**config.mk**
```make
export PLATFORM = sky130hd
export DESIGN_NAME = noc_credit_tx_flat
export DESIGN_NICKNAME = d
export VERILOG_FILES = /design/src/rtl/noc_credit_tx_if.sv /design/src/rtl/noc_credit_tx.sv /design/src/flat_wrapper.sv
export SDC_FILE = /design/constraint.sdc
export NUM_CORES = 1
export LEC_CHECK = 0
export CAP_MARGIN = 25
export CORE_MARGIN = 3
export CORE_UTILIZATION = 35
export DETAILED_ROUTE_END_ITERATION = 8
export PLACE_DENSITY = 0.71
export SLEW_MARGIN = 20
export SYNTH_ARGS = -nofsm -noshare
export SYNTH_HDL_FRONTEND = slang
export SYNTH_SLANG_ARGS = --single-unit
```
**constraint.sdc**
```tcl
create_clock -name clk -period 2.41 [get_ports clk]
set_input_delay 0.482 -clock clk [delete_from_list [all_inputs] [get_ports clk]]
set_output_delay 0.482 -clock clk [all_outputs]
set_load 0.01 [all_outputs]
```
**src/rtl/noc_credit_tx_if.sv**
```systemverilog
// FIFO-side and link-side handshake bundle for noc_credit_tx.
// master = transmitter, slave = FIFO/link environment.
interface noc_credit_tx_if #(
   parameter int WIDTH = 32
);
   logic             i_fifo_empty;
   logic [WIDTH-1:0] i_fifo_data;
   logic             i_fifo_head;
   logic             i_fifo_tail;
   logic             o_fifo_pop;
   logic             o_valid;
   logic [WIDTH-1:0] o_data;
   logic             o_head;
   logic             o_tail;
   logic             i_credit;

   modport master (
      input  i_fifo_empty, i_fifo_data, i_fifo_head, i_fifo_tail, i_credit,
      output o_fifo_pop, o_valid, o_data, o_head, o_tail
   );

   modport slave (
      output i_fifo_empty, i_fifo_data, i_fifo_head, i_fifo_tail, i_credit,
      input  o_fifo_pop, o_valid, o_data, o_head, o_tail
   );
endinterface

```
**src/rtl/noc_credit_tx.sv**
```systemverilog
// Credit-based NoC link transmitter: pops the output FIFO while downstream credits remain.
// Define NOC_CREDIT_TX_PKT_CHECK_EN to compile in the head/tail framing checker (o_proto_err).
module noc_credit_tx #(
   parameter  int WIDTH   = 32,
   parameter  int CREDITS = 8,
   localparam int CW      = $clog2(CREDITS + 1)
) (
   input  logic                 clk,
   input  logic                 rst_n,
   input  logic                 i_clear,
   noc_credit_tx_if.master      link,
   output logic [CW-1:0]        o_credit_count,
   output logic                 o_in_packet,
   output logic                 o_credit_err,
   output logic                 o_proto_err
);

   typedef enum logic [0:0] {
      ST_IDLE = 1'b0,
      ST_BODY = 1'b1
   } state_e;

   state_e           state_q, state_d;
   logic [CW-1:0]    credit_q, credit_d;
   logic             cerr_q, cerr_d;
   logic             valid_q, valid_d;
   logic [WIDTH-1:0] data_q, data_d;
   logic             head_q, head_d;
   logic             tail_q, tail_d;
   logic             pop_s;

   // Pop decision uses only the registered count; a same-cycle credit cannot enable it.
   always_comb begin
      pop_s = 1'b0;
      if (!i_clear && !link.i_fifo_empty && (credit_q != {CW{1'b0}})) begin
         pop_s = 1'b1;
      end else begin
         pop_s = 1'b0;
      end
   end

   // Credit counter next state and overflow detection.
   always_comb begin
      credit_d = credit_q;
      cerr_d   = cerr_q;
      case ({pop_s, link.i_credit})
         2'b10: credit_d = credit_q - CW'(1);
         2'b01: begin
            if (credit_q == CW'(CREDITS)) begin
               cerr_d = 1'b1;
            end else begin
               credit_d = credit_q + CW'(1);
            end
         end
         default: credit_d = credit_q;
      endcase
   end

   // Framing FSM next state, advanced only on pops.
   always_comb begin
      state_d = state_q;
      case (state_q)
         ST_IDLE: begin
            if (pop_s && link.i_fifo_head && !link.i_fifo_tail) begin
               state_d = ST_BODY;
            end else begin
               state_d = ST_IDLE;
            end
         end
         ST_BODY: begin
            if (pop_s && link.i_fifo_tail) begin
               state_d = ST_IDLE;
            end else begin
               state_d = ST_BODY;
            end
         end
         default: state_d = ST_IDLE;
      endcase
   end

   // Launch register next values; payload and markers hold when nothing is popped.
   always_comb begin
      valid_d = pop_s;
      data_d  = data_q;
      head_d  = head_q;
      tail_d  = tail_q;
      if (pop_s) begin
         data_d = link.i_fifo_data;
         head_d = link.i_fifo_head;
         tail_d = link.i_fifo_tail;
      end else begin
         data_d = data_q;
         head_d = head_q;
         tail_d = tail_q;
      end
   end

   // State registers with async reset and synchronous clear.
   always_ff @(posedge clk or negedge rst_n) begin
      if (!rst_n) begin
         state_q  <= ST_IDLE;
         credit_q <= CW'(CREDITS);
         cerr_q   <= 1'b0;
         valid_q  <= 1'b0;
         data_q   <= {WIDTH{1'b0}};
         head_q   <= 1'b0;
         tail_q   <= 1'b0;
      end else if (i_clear) begin
         state_q  <= ST_IDLE;
         credit_q <= CW'(CREDITS);
         cerr_q   <= 1'b0;
         valid_q  <= 1'b0;
         data_q   <= {WIDTH{1'b0}};
         head_q   <= 1'b0;
         tail_q   <= 1'b0;
      end else begin
         state_q  <= state_d;
         credit_q <= credit_d;
         cerr_q   <= cerr_d;
         valid_q  <= valid_d;
         data_q   <= data_d;
         head_q   <= head_d;
         tail_q   <= tail_d;
      end
   end

`ifdef NOC_CREDIT_TX_PKT_CHECK_EN
   logic perr_q, perr_d;

   // Sticky framing error: body without head, or head inside an open packet.
   always_comb begin
      perr_d = perr_q;
      if (pop_s && (((state_q == ST_IDLE) && !link.i_fifo_head) ||
                    ((state_q == ST_BODY) && link.i_fifo_head))) begin
         perr_d = 1'b1;
      end else begin
         perr_d = perr_q;
      end
   end

   // Framing error register.
   always_ff @(posedge clk or negedge rst_n) begin
      if (!rst_n) begin
         perr_q <= 1'b0;
      end else if (i_clear) begin
         perr_q <= 1'b0;
      end else begin
         perr_q <= perr_d;
      end
   end

   assign o_proto_err = perr_q;
`else
   assign o_proto_err = 1'b0;
`endif

   assign link.o_fifo_pop = pop_s;
   assign link.o_valid    = valid_q;
   assign link.o_data     = data_q;
   assign link.o_head     = head_q;
   assign link.o_tail     = tail_q;
   assign o_credit_count  = credit_q;
   assign o_in_packet     = (state_q == ST_BODY);
   assign o_credit_err    = cerr_q;

endmodule
```
**src/flat_wrapper.sv**
```systemverilog
// flat-port wrapper written by rule: the top's interface ports become plain ports
module noc_credit_tx_flat 
#(
   parameter  int WIDTH   = 32,
   parameter  int CREDITS = 8,
   localparam int CW      = $clog2(CREDITS + 1)
)
  (clk, rst_n, i_clear, o_credit_count, o_in_packet, o_credit_err, o_proto_err, link_i_fifo_empty, link_i_fifo_data, link_i_fifo_head, link_i_fifo_tail, link_i_credit, link_o_fifo_pop, link_o_valid, link_o_data, link_o_head, link_o_tail);
  noc_credit_tx_if #(.WIDTH(WIDTH)) link_i ();
  input  logic clk;
  input  logic rst_n;
  input  logic i_clear;
  output logic [CW-1:0] o_credit_count;
  output logic o_in_packet;
  output logic o_credit_err;
  output logic o_proto_err;
  input wire logic [$bits(link_i.i_fifo_empty)-1:0] link_i_fifo_empty;
  input wire logic [$bits(link_i.i_fifo_data)-1:0] link_i_fifo_data;
  input wire logic [$bits(link_i.i_fifo_head)-1:0] link_i_fifo_head;
  input wire logic [$bits(link_i.i_fifo_tail)-1:0] link_i_fifo_tail;
  input wire logic [$bits(link_i.i_credit)-1:0] link_i_credit;
  output wire logic [$bits(link_i.o_fifo_pop)-1:0] link_o_fifo_pop;
  output wire logic [$bits(link_i.o_valid)-1:0] link_o_valid;
  output wire logic [$bits(link_i.o_data)-1:0] link_o_data;
  output wire logic [$bits(link_i.o_head)-1:0] link_o_head;
  output wire logic [$bits(link_i.o_tail)-1:0] link_o_tail;
  assign link_i.i_fifo_empty = link_i_fifo_empty;
  assign link_i.i_fifo_data = link_i_fifo_data;
  assign link_i.i_fifo_head = link_i_fifo_head;
  assign link_i.i_fifo_tail = link_i_fifo_tail;
  assign link_i.i_credit = link_i_credit;
  assign link_o_fifo_pop = link_i.o_fifo_pop;
  assign link_o_valid = link_i.o_valid;
  assign link_o_data = link_i.o_data;
  assign link_o_head = link_i.o_head;
  assign link_o_tail = link_i.o_tail;
  noc_credit_tx #(.WIDTH(WIDTH), .CREDITS(CREDITS)) u_core (.clk(clk), .rst_n(rst_n), .i_clear(i_clear), .link(link_i), .o_credit_count(o_credit_count), .o_in_packet(o_in_packet), .o_credit_err(o_credit_err), .o_proto_err(o_proto_err));
endmodule
```
# Word-level counts from Yosys, hierarchy flattened
# Index checks and enable logic that the tools add are counted.
# totals
register_bits	41
elab_cells	47
output_inout_bits	43
in_bits	39
# classes
n_mux	18
eq_ne	4
addsub	2
reduce_logical	15
bitwise_logic	1
# ops
operator	count
$mux W32	2
$mux W1	12
$mux W4	2
$pmux W4 S2	1
$reduce_bool A2 Y1	3
$logic_and A1 B1 Y1	5
$add A4 B1 Y4 const B	1
$eq A4 B4 Y1 const B	1
$reduce_and A2 Y1	2
$reduce_bool A4 Y1	1
$sub A4 B1 Y4 const B	1
$logic_not A1 Y1	3
$ne A3 B3 Y1 const B	1
$reduce_bool A3 Y1	1
$eq A2 B1 Y1 const B	1
$eq A2 B2 Y1 const B	1
$pmux W1 S2	1
$not A1 Y1	1

# Depth between registers and ports, before layout
# Gate-level depths: netlist (run 1).
# logic_depth
word_depth	9
depth_mapped	8
ltp_nobuf	8

# Worst setup path after synthesis (run 1)
# No wires, ideal clock.
# synth_path
kind	input port to flip-flop
startpoint	in i_clear
endpoint	reg u_core.credit_q[3], in the netlist u_core.o_credit_count[3]
stages	8
t_arrival_ns	1.850
path_buffers	1
setup_time_ns	0.088
setup_slack_ns	0.472
t_required_ns	2.322
path_cell_list	buf_2 o31ai_4 ha_1 o21ai_0 nand2b_1 mux2i_1 nor4b_1 a21oi_1
# synth_via
elab_chain_cells	7
elab_cells_between_ends	11
classes_between	eq/ne (3); mux (3); reduce/logical (5)
# synth_lines
item	line	source
start: declaration	flat_wrapper.sv:12	input logic i_clear;
$logic_not A1 Y1	noc_credit_tx.sv:35	if (!i_clear && !link.i_fifo_empty && (credit_q != {CW{1'b0}})) begin
$logic_and A1 B1 Y1 (2 in series)	noc_credit_tx.sv:35	
$mux W1	noc_credit_tx.sv:35	
$eq A2 B1 Y1 / $eq A2 B2 Y1 (equally long branches)	noc_credit_tx.sv:46	case ({pop_s, link.i_credit})
$pmux W4 S2 (tied with other cells)	noc_credit_tx.sv:46	
$mux W4 / $reduce_and A2 Y1 (equally long branches)	-	
end signal: assignment	noc_credit_tx.sv:102	credit_q <= CW'(CREDITS);
end signal: assignment	noc_credit_tx.sv:110	credit_q <= CW'(CREDITS);
end signal: assignment	noc_credit_tx.sv:118	credit_q <= credit_d;
end: declaration	noc_credit_tx.sv:24	logic [CW-1:0] credit_q, credit_d;
# Parallel ways exist; a longest one is shown, timed or not.
# A chain may end at the register's enable or synchronous reset.

# Worst setup path in the final report (run 1)
# layout_path
startpoint	reg u_core.credit_q[2], in the netlist u_core.o_credit_count[2]
endpoint	reg u_core.credit_q[3], in the netlist u_core.o_credit_count[3]
# layout_via
elab_chain_cells	6
elab_cells_between_ends	14
classes_between	add/sub (2); eq/ne (4); mux (4); reduce/logical (4)
# layout_lines
item
branches (longest 6 deep; another with $add A4 B1 Y4)
# Several ways; the timed one is not identified. The select of a mux whose other input is x is not followed.

==> results of run 1 <==
-- sequential cells by signal, indices dropped and copies added (netlist names) --
| name | flops |
|---|---|
| u_core.link.o_tail | 1 |
| u_core.link.o_head | 1 |
| u_core.o_in_packet | 1 |
| u_core.link.o_valid | 1 |
| u_core.o_credit_err | 1 |
| u_core.o_credit_count | 4 |
| u_core.link.o_data | 32 |
-- stage by stage --
stage,hold WS [ps],std cells,setup WS (ps)
2_1_floorplan,186,187,472
6_report,81.4,334,360
5_1_grt,98.4,334,187
3_5_place_dp,409,326,45.2
3_3_place_gp,412,326,55.9
4_1_cts,86.7,334,29.4
-- cell families after synthesis --
logic type | Yosys count
xor gates and xnor gates | 3
muxes | 5
buffers and inverters | 15
and+or+nand+nor | 76
adders and majority gates | 2
AOI/OAI and AO/OA | 44
other | 1
DFF | 41
-- final timing paths --
path                                            endpoint  depth (start not counted)                      from
worst min-delay path                 u_core.o_credit_err                          1                     rst_n
worst min register to register        u_core.link.o_head                          1        u_core.link.o_head
min in group clk                      u_core.link.o_head                          1        u_core.link.o_head
worst max-delay path            u_core.o_credit_count[3]                          8  u_core.o_credit_count[2]
worst max register to register  u_core.o_credit_count[3]                          8  u_core.o_credit_count[2]
max in group asynchronous         u_core.link.o_data[29]                          2                     rst_n
-- area by class of cell --
type	instances	area (µm²)
multi-input cells	131	777
clock buffers	5	68.8
fillers	480	2120
inverters	2	7.51
flip-flops and latches	41	1030
well taps	67	83.8
repair buffers	85	836
clock inverters	3	17.5
-- where the power goes --
| group | internal (µW) | total [µW] | switching [µW] |
|---|---|---|---|
| Combinational | 365 | 643 | 278 |
| Sequential | 794 | 893 | 98.8 |
| Clock | 200 | 445 | 245 |
-- cell usage after synthesis (all sizes together) --
cell | count | area (µm²)
a211oi | 1 | 7.51
a21oi | 4 | 23.8
a22o | 2 | 17.5
a31oi | 2 | 12.5
and2b | 1 | 7.51
buf | 5 | 27.5
clkbuf | 8 | 30.0
conb | 1 | 3.75
dfrtp | 40 | 1000
dfstp | 1 | 26.3
ha | 2 | 25.0
inv | 2 | 7.51
mux2 | 1 | 11.3
mux2i | 4 | 40.0
nand2 | 32 | 120
nand2b | 33 | 206
nor2 | 5 | 18.8
nor3 | 2 | 15.0
nor4 | 1 | 21.3
nor4b | 1 | 8.76
o21ai | 32 | 160
o31a | 1 | 10.0
o31ai | 2 | 28.8
or3 | 1 | 6.26
xnor2 | 1 | 8.76
xor2 | 2 | 17.5
-- critical path, stage by stage (launching register included) --
cell and delay (ps):
dfrtp_1 460, nor4_4 460, o31ai_4 90, ha_1 320, o21ai_0 80, nand2b_1 70
mux2i_1 160, nor4b_1 260, a21oi_1 70
-- per-layer routing --
metal,up-vias,share of wire [%],global-route usage (%)
met5,-,0,0
met4,0,1.8,6.19
met3,7,8.0,5.22
met2,54,44,22.4
met1,696,46,19.2
li1,770,-,-
-- repair_timing --
item | in CTS | in global routing
buffers inserted | 0 | 0
gates resized for setup | 0 | 1
endpoints found under the setup margin | 0 | 1
==> out/qor.txt, run 1 <==
outcome = finished clean
CTS tree = built
synth warn = 0
static leakage = 0.00118 µW
Max FO, Critical Path = 5
clock tree root buffer cell = clkbuf_8
RSZ-0062 raised after global routing = false
Nets = 307
Die W = 79.0 µm
Design Area, Final = 0.00282 mm²
GP Congestion = 0.819
Synth Area in Compound Gates = 14.0%
Worst R2R Setup Slack = 360 ps
die area = 0.00623 mm²
Min Clock Period, post-route = 2050 ps
Layout Utilization = 57.0%
largest family of logic cells by synthesized area = simple AND/OR/NAND/NOR gates
Worst Path Required = 2630 ps
Peak supply drop = 0.311 mV
Clock Skew = 2.72 ps
Setup-failing EPs final = 0
Starting DRT DRC Count = 42
DRT Pass-1 Iters = 4
vias post-DR = 1527
Syn Inst Count = 187
first-pass GRT wire length = 7310 µm
Worst-Margin Slew = 570 ps
synthesized net count = 228
Slew Viols, Final = 0
Crit Path Category = register to register
DRC errors left = 0
commonest non-fill, non-tap cell in the layout = clkdlybuf4s50_1
GRT Resource Usage Total = 14.8%
IO Pins = 82
Pwr Total = 1980 µW
port bufs = 80
Mapped Area = 0.00186 mm²
drt via density = 4.57
CTS Buf Count = 5
Worst Hold Class = input port to async pin
max-cap violation count = 0
Post-DP Area = 0.00273 mm²
total gr overflow = 0
Peak Freq = 488 MHz
Synth Area in Adders = 1.34%
H-tree depth = 2
Longest Clk Path Bufs = 2
Worst setup SP type = register
# rows = 25
Core ar. = 0.00494 mm²
number of global-route vias before repair = 1536
Hold Vio Cnt, Final = 0
largest net degree at the start of global routing = 68
initial core utilization = 37.7%
Area Growth Syn to Fin = 51.2%
Fin Setup TNS = 0 ps
post-synthesis mux area share = 2.75%
Avg Synthesized Cell Area = 9.96 µm²
flops & latches, synth = 41
most frequent cells in the layout = clkdlybuf4s50_1, dfrtp_1, nand2b_1, nand2_1, o21ai_0
Worst Setup End Kind = register
Slew HR = 62.0%
WL per Instance = 13.2 µm
Die Height = 79.0 µm
CTS Sinks = 41
clock-pin slew on the worst setup and hold paths = 80 ps
hold buffers post-CTS = 0
post-synthesis sequential area ratio = 55.1%
clk_lat worst skew = 290 ps
cell area power density = 703 mW/mm²
final period utilization = 85.1%
initial antenna violation count = 0
Final HPWL DP = 3060 µm
synth unique cells = 30
drt total wl = 4410 µm
simple-gate share of the synthesized area = 21.7%
share of cells above drive strength 1 = 7.49%
DRT antenna net count = 0
diode count = 0
Worst EP arrival = 2270 ps
xor/xnor share of the synthesized area = 1.41%
Note: power is estimated with default switching activity, not from simulation.
==> run 2, diff against run 1 <==
--- a/config.mk
+++ b/config.mk
@@ -10,7 +10,6 @@
 export CORE_UTILIZATION = 35
 export DETAILED_ROUTE_END_ITERATION = 8
 export PLACE_DENSITY = 0.71
-export SLEW_MARGIN = 20
 export SYNTH_ARGS = -nofsm -noshare
 export SYNTH_HDL_FRONTEND = slang
 export SYNTH_SLANG_ARGS = --single-unit
==> results of run 2 <==
Final layout, timing and power as in run 1 (identical DEF).
==> run 3, diff against run 2 <==
--- a/config.mk
+++ b/config.mk
@@ -5,7 +5,6 @@
 export SDC_FILE = /design/constraint.sdc
 export NUM_CORES = 1
 export LEC_CHECK = 0
-export CAP_MARGIN = 25
 export CORE_MARGIN = 3
 export CORE_UTILIZATION = 35
 export DETAILED_ROUTE_END_ITERATION = 8
==> constraint.sdc (replaced) <==
create_clock -name clk -period 2.61 [get_ports clk]
set_input_delay 0.522 -clock clk [delete_from_list [all_inputs] [get_ports clk]]
set_output_delay 0.522 -clock clk [all_outputs]
set_load 0.01 [all_outputs]
==> out/qor.txt, run 3 (synthesized netlist as in run 1, its figures left out) <==
outcome = finished clean
NetSw = 552 µW
Min Clock Period, post-route = 2480 ps
DRT antenna net count = 0
postcts setup bufs = 0
Area Growth Syn to Fin = 50.8%
Worst R2R Setup Slack = 550 ps
# rows = 25
Setup-failing EPs final = 0
number of flip-flops in the largest register = 32
drt via density = 4.59
Flop pwr share = 45.5%
sw frac = 30.4%
CTS Sinks = 41
Clk pwr share = 21.7%
largest net degree at the start of global routing = 68
Peak Freq = 403 MHz
number of global-route vias before repair = 1518
Final HPWL DP = 3080 µm
Slew Viols, Final = 0
GP Congestion = 0.822
cell area power density = 646 mW/mm²
Slew HR = 41.2%
die area = 0.00623 mm²
Pwr Total = 1810 µW
Worst EP arrival = 1960 ps
share of cells above drive strength 1 = 6.37%
Peak supply drop = 0.253 mV
Nets = 307
CTS Buf Count = 5
Fin Setup TNS = 0 ps
clock tree root buffer cell = clkbuf_8
Core ar. = 0.00494 mm²
RSZ-0062 raised after global routing = false
max-cap violation count = 0
Longest Clk Path Bufs = 2
Fillers = 474
hold buffers post-CTS = 0
first-pass GRT wire length = 7430 µm
Worst-Margin Slew = 882 ps
Worst Path Required = 2090 ps
Worst Setup End Kind = primary output
DRC errors left = 0
initial antenna violation count = 0
WL per Instance = 13.2 µm
clk_lat worst skew = 280 ps
Crit Path Category = input port to primary output
H-tree depth = 2
Die W = 79.0 µm
Die Height = 79.0 µm
commonest non-fill, non-tap cell in the layout = clkdlybuf4s50_1
Max FO, Critical Path = 5
Logic pwr share = 32.8%
drt total wl = 4410 µm
Hold Vio Cnt, Final = 0
GRT Resource Usage Total = 15.0%
static leakage = 0.00116 µW
FF+latch area = 0.00103 mm²
Worst setup SP type = input port
total gr overflow = 0
port bufs = 80
DRT Pass-1 Iters = 4
Starting DRT DRC Count = 25
Multi-input gate area = 777 µm²
CTS tree = built
clock-pin slew on the worst setup and hold paths = 70 ps
Layout Utilization = 56.8%
final period utilization = 95.0%
vias post-DR = 1534
Worst Hold Class = input port to async pin
diode count = 0
most frequent cells in the layout = clkdlybuf4s50_1, dfrtp_1, nand2b_1, nand2_1, o21ai_0
IO Pins = 82
post-CTS sizing = 0
initial core utilization = 37.7%
Clock Skew = 3.86 ps
Int Pwr = 1260 µW
[run 3: metal layers]
metal  GRT usage [%]  wire length [µm]  vias to the layer above
met5               0                 0                        -
met4            3.09                27                        0
met3            5.90               332                        4
met2            22.5              1940                       55
met1            20.6              2110                      702
li1                -                 -                      773
[run 3: worst paths after layout]
kind	start	endpoint	cells past startpoint
worst max-delay path	i_clear	link_o_fifo_pop	3
worst min-delay path	rst_n	u_core.o_credit_err	1
worst max register to register	u_core.o_credit_count[2]	u_core.o_credit_count[3]	8
worst min register to register	u_core.link.o_tail	u_core.link.o_tail	1
max in group asynchronous	rst_n	u_core.link.o_data[31]	1
min in group clk	u_core.link.o_tail	u_core.link.o_tail	1
[run 3: layout make-up]
| class | instances | area share (%) |
|---|---|---|
| timing repair buffer | 85 | 29.7 |
| sequential | 41 | 36.6 |
| multi-input combinational | 131 | 27.7 |
| inverter | 2 | 0.267 |
| tap | 67 | 2.98 |
| clock buffer | 8 | 2.85 |
[run 3: power groups by stage]
stage | logic [µW] | registers [µW] | clock network (µW)
4_1_cts | 606 | 825 | 408
2_1_floorplan | 240 | 871 | 0
6_report | 595 | 825 | 393
3_5_place_dp | 604 | 835 | 0
3_3_place_gp | 597 | 833 | 0
5_1_grt | 661 | 840 | 433
[run 3: stage by stage]
step	hold WS [ps]	instance area, µm²	cells	setup slack [ps]
global route	429	2810	334	74.4
detailed placement	496	2730	326	154
CTS	396	2810	334	137
finish	354	2810	334	131
floorplan	226	1860	187	632
global placement	487	2730	326	158
[run 3: critical path, cell delays in order]
cell and delay [ps]:
clkdlybuf4s50_1 550, nor3_4 290, clkdlybuf4s50_1 590
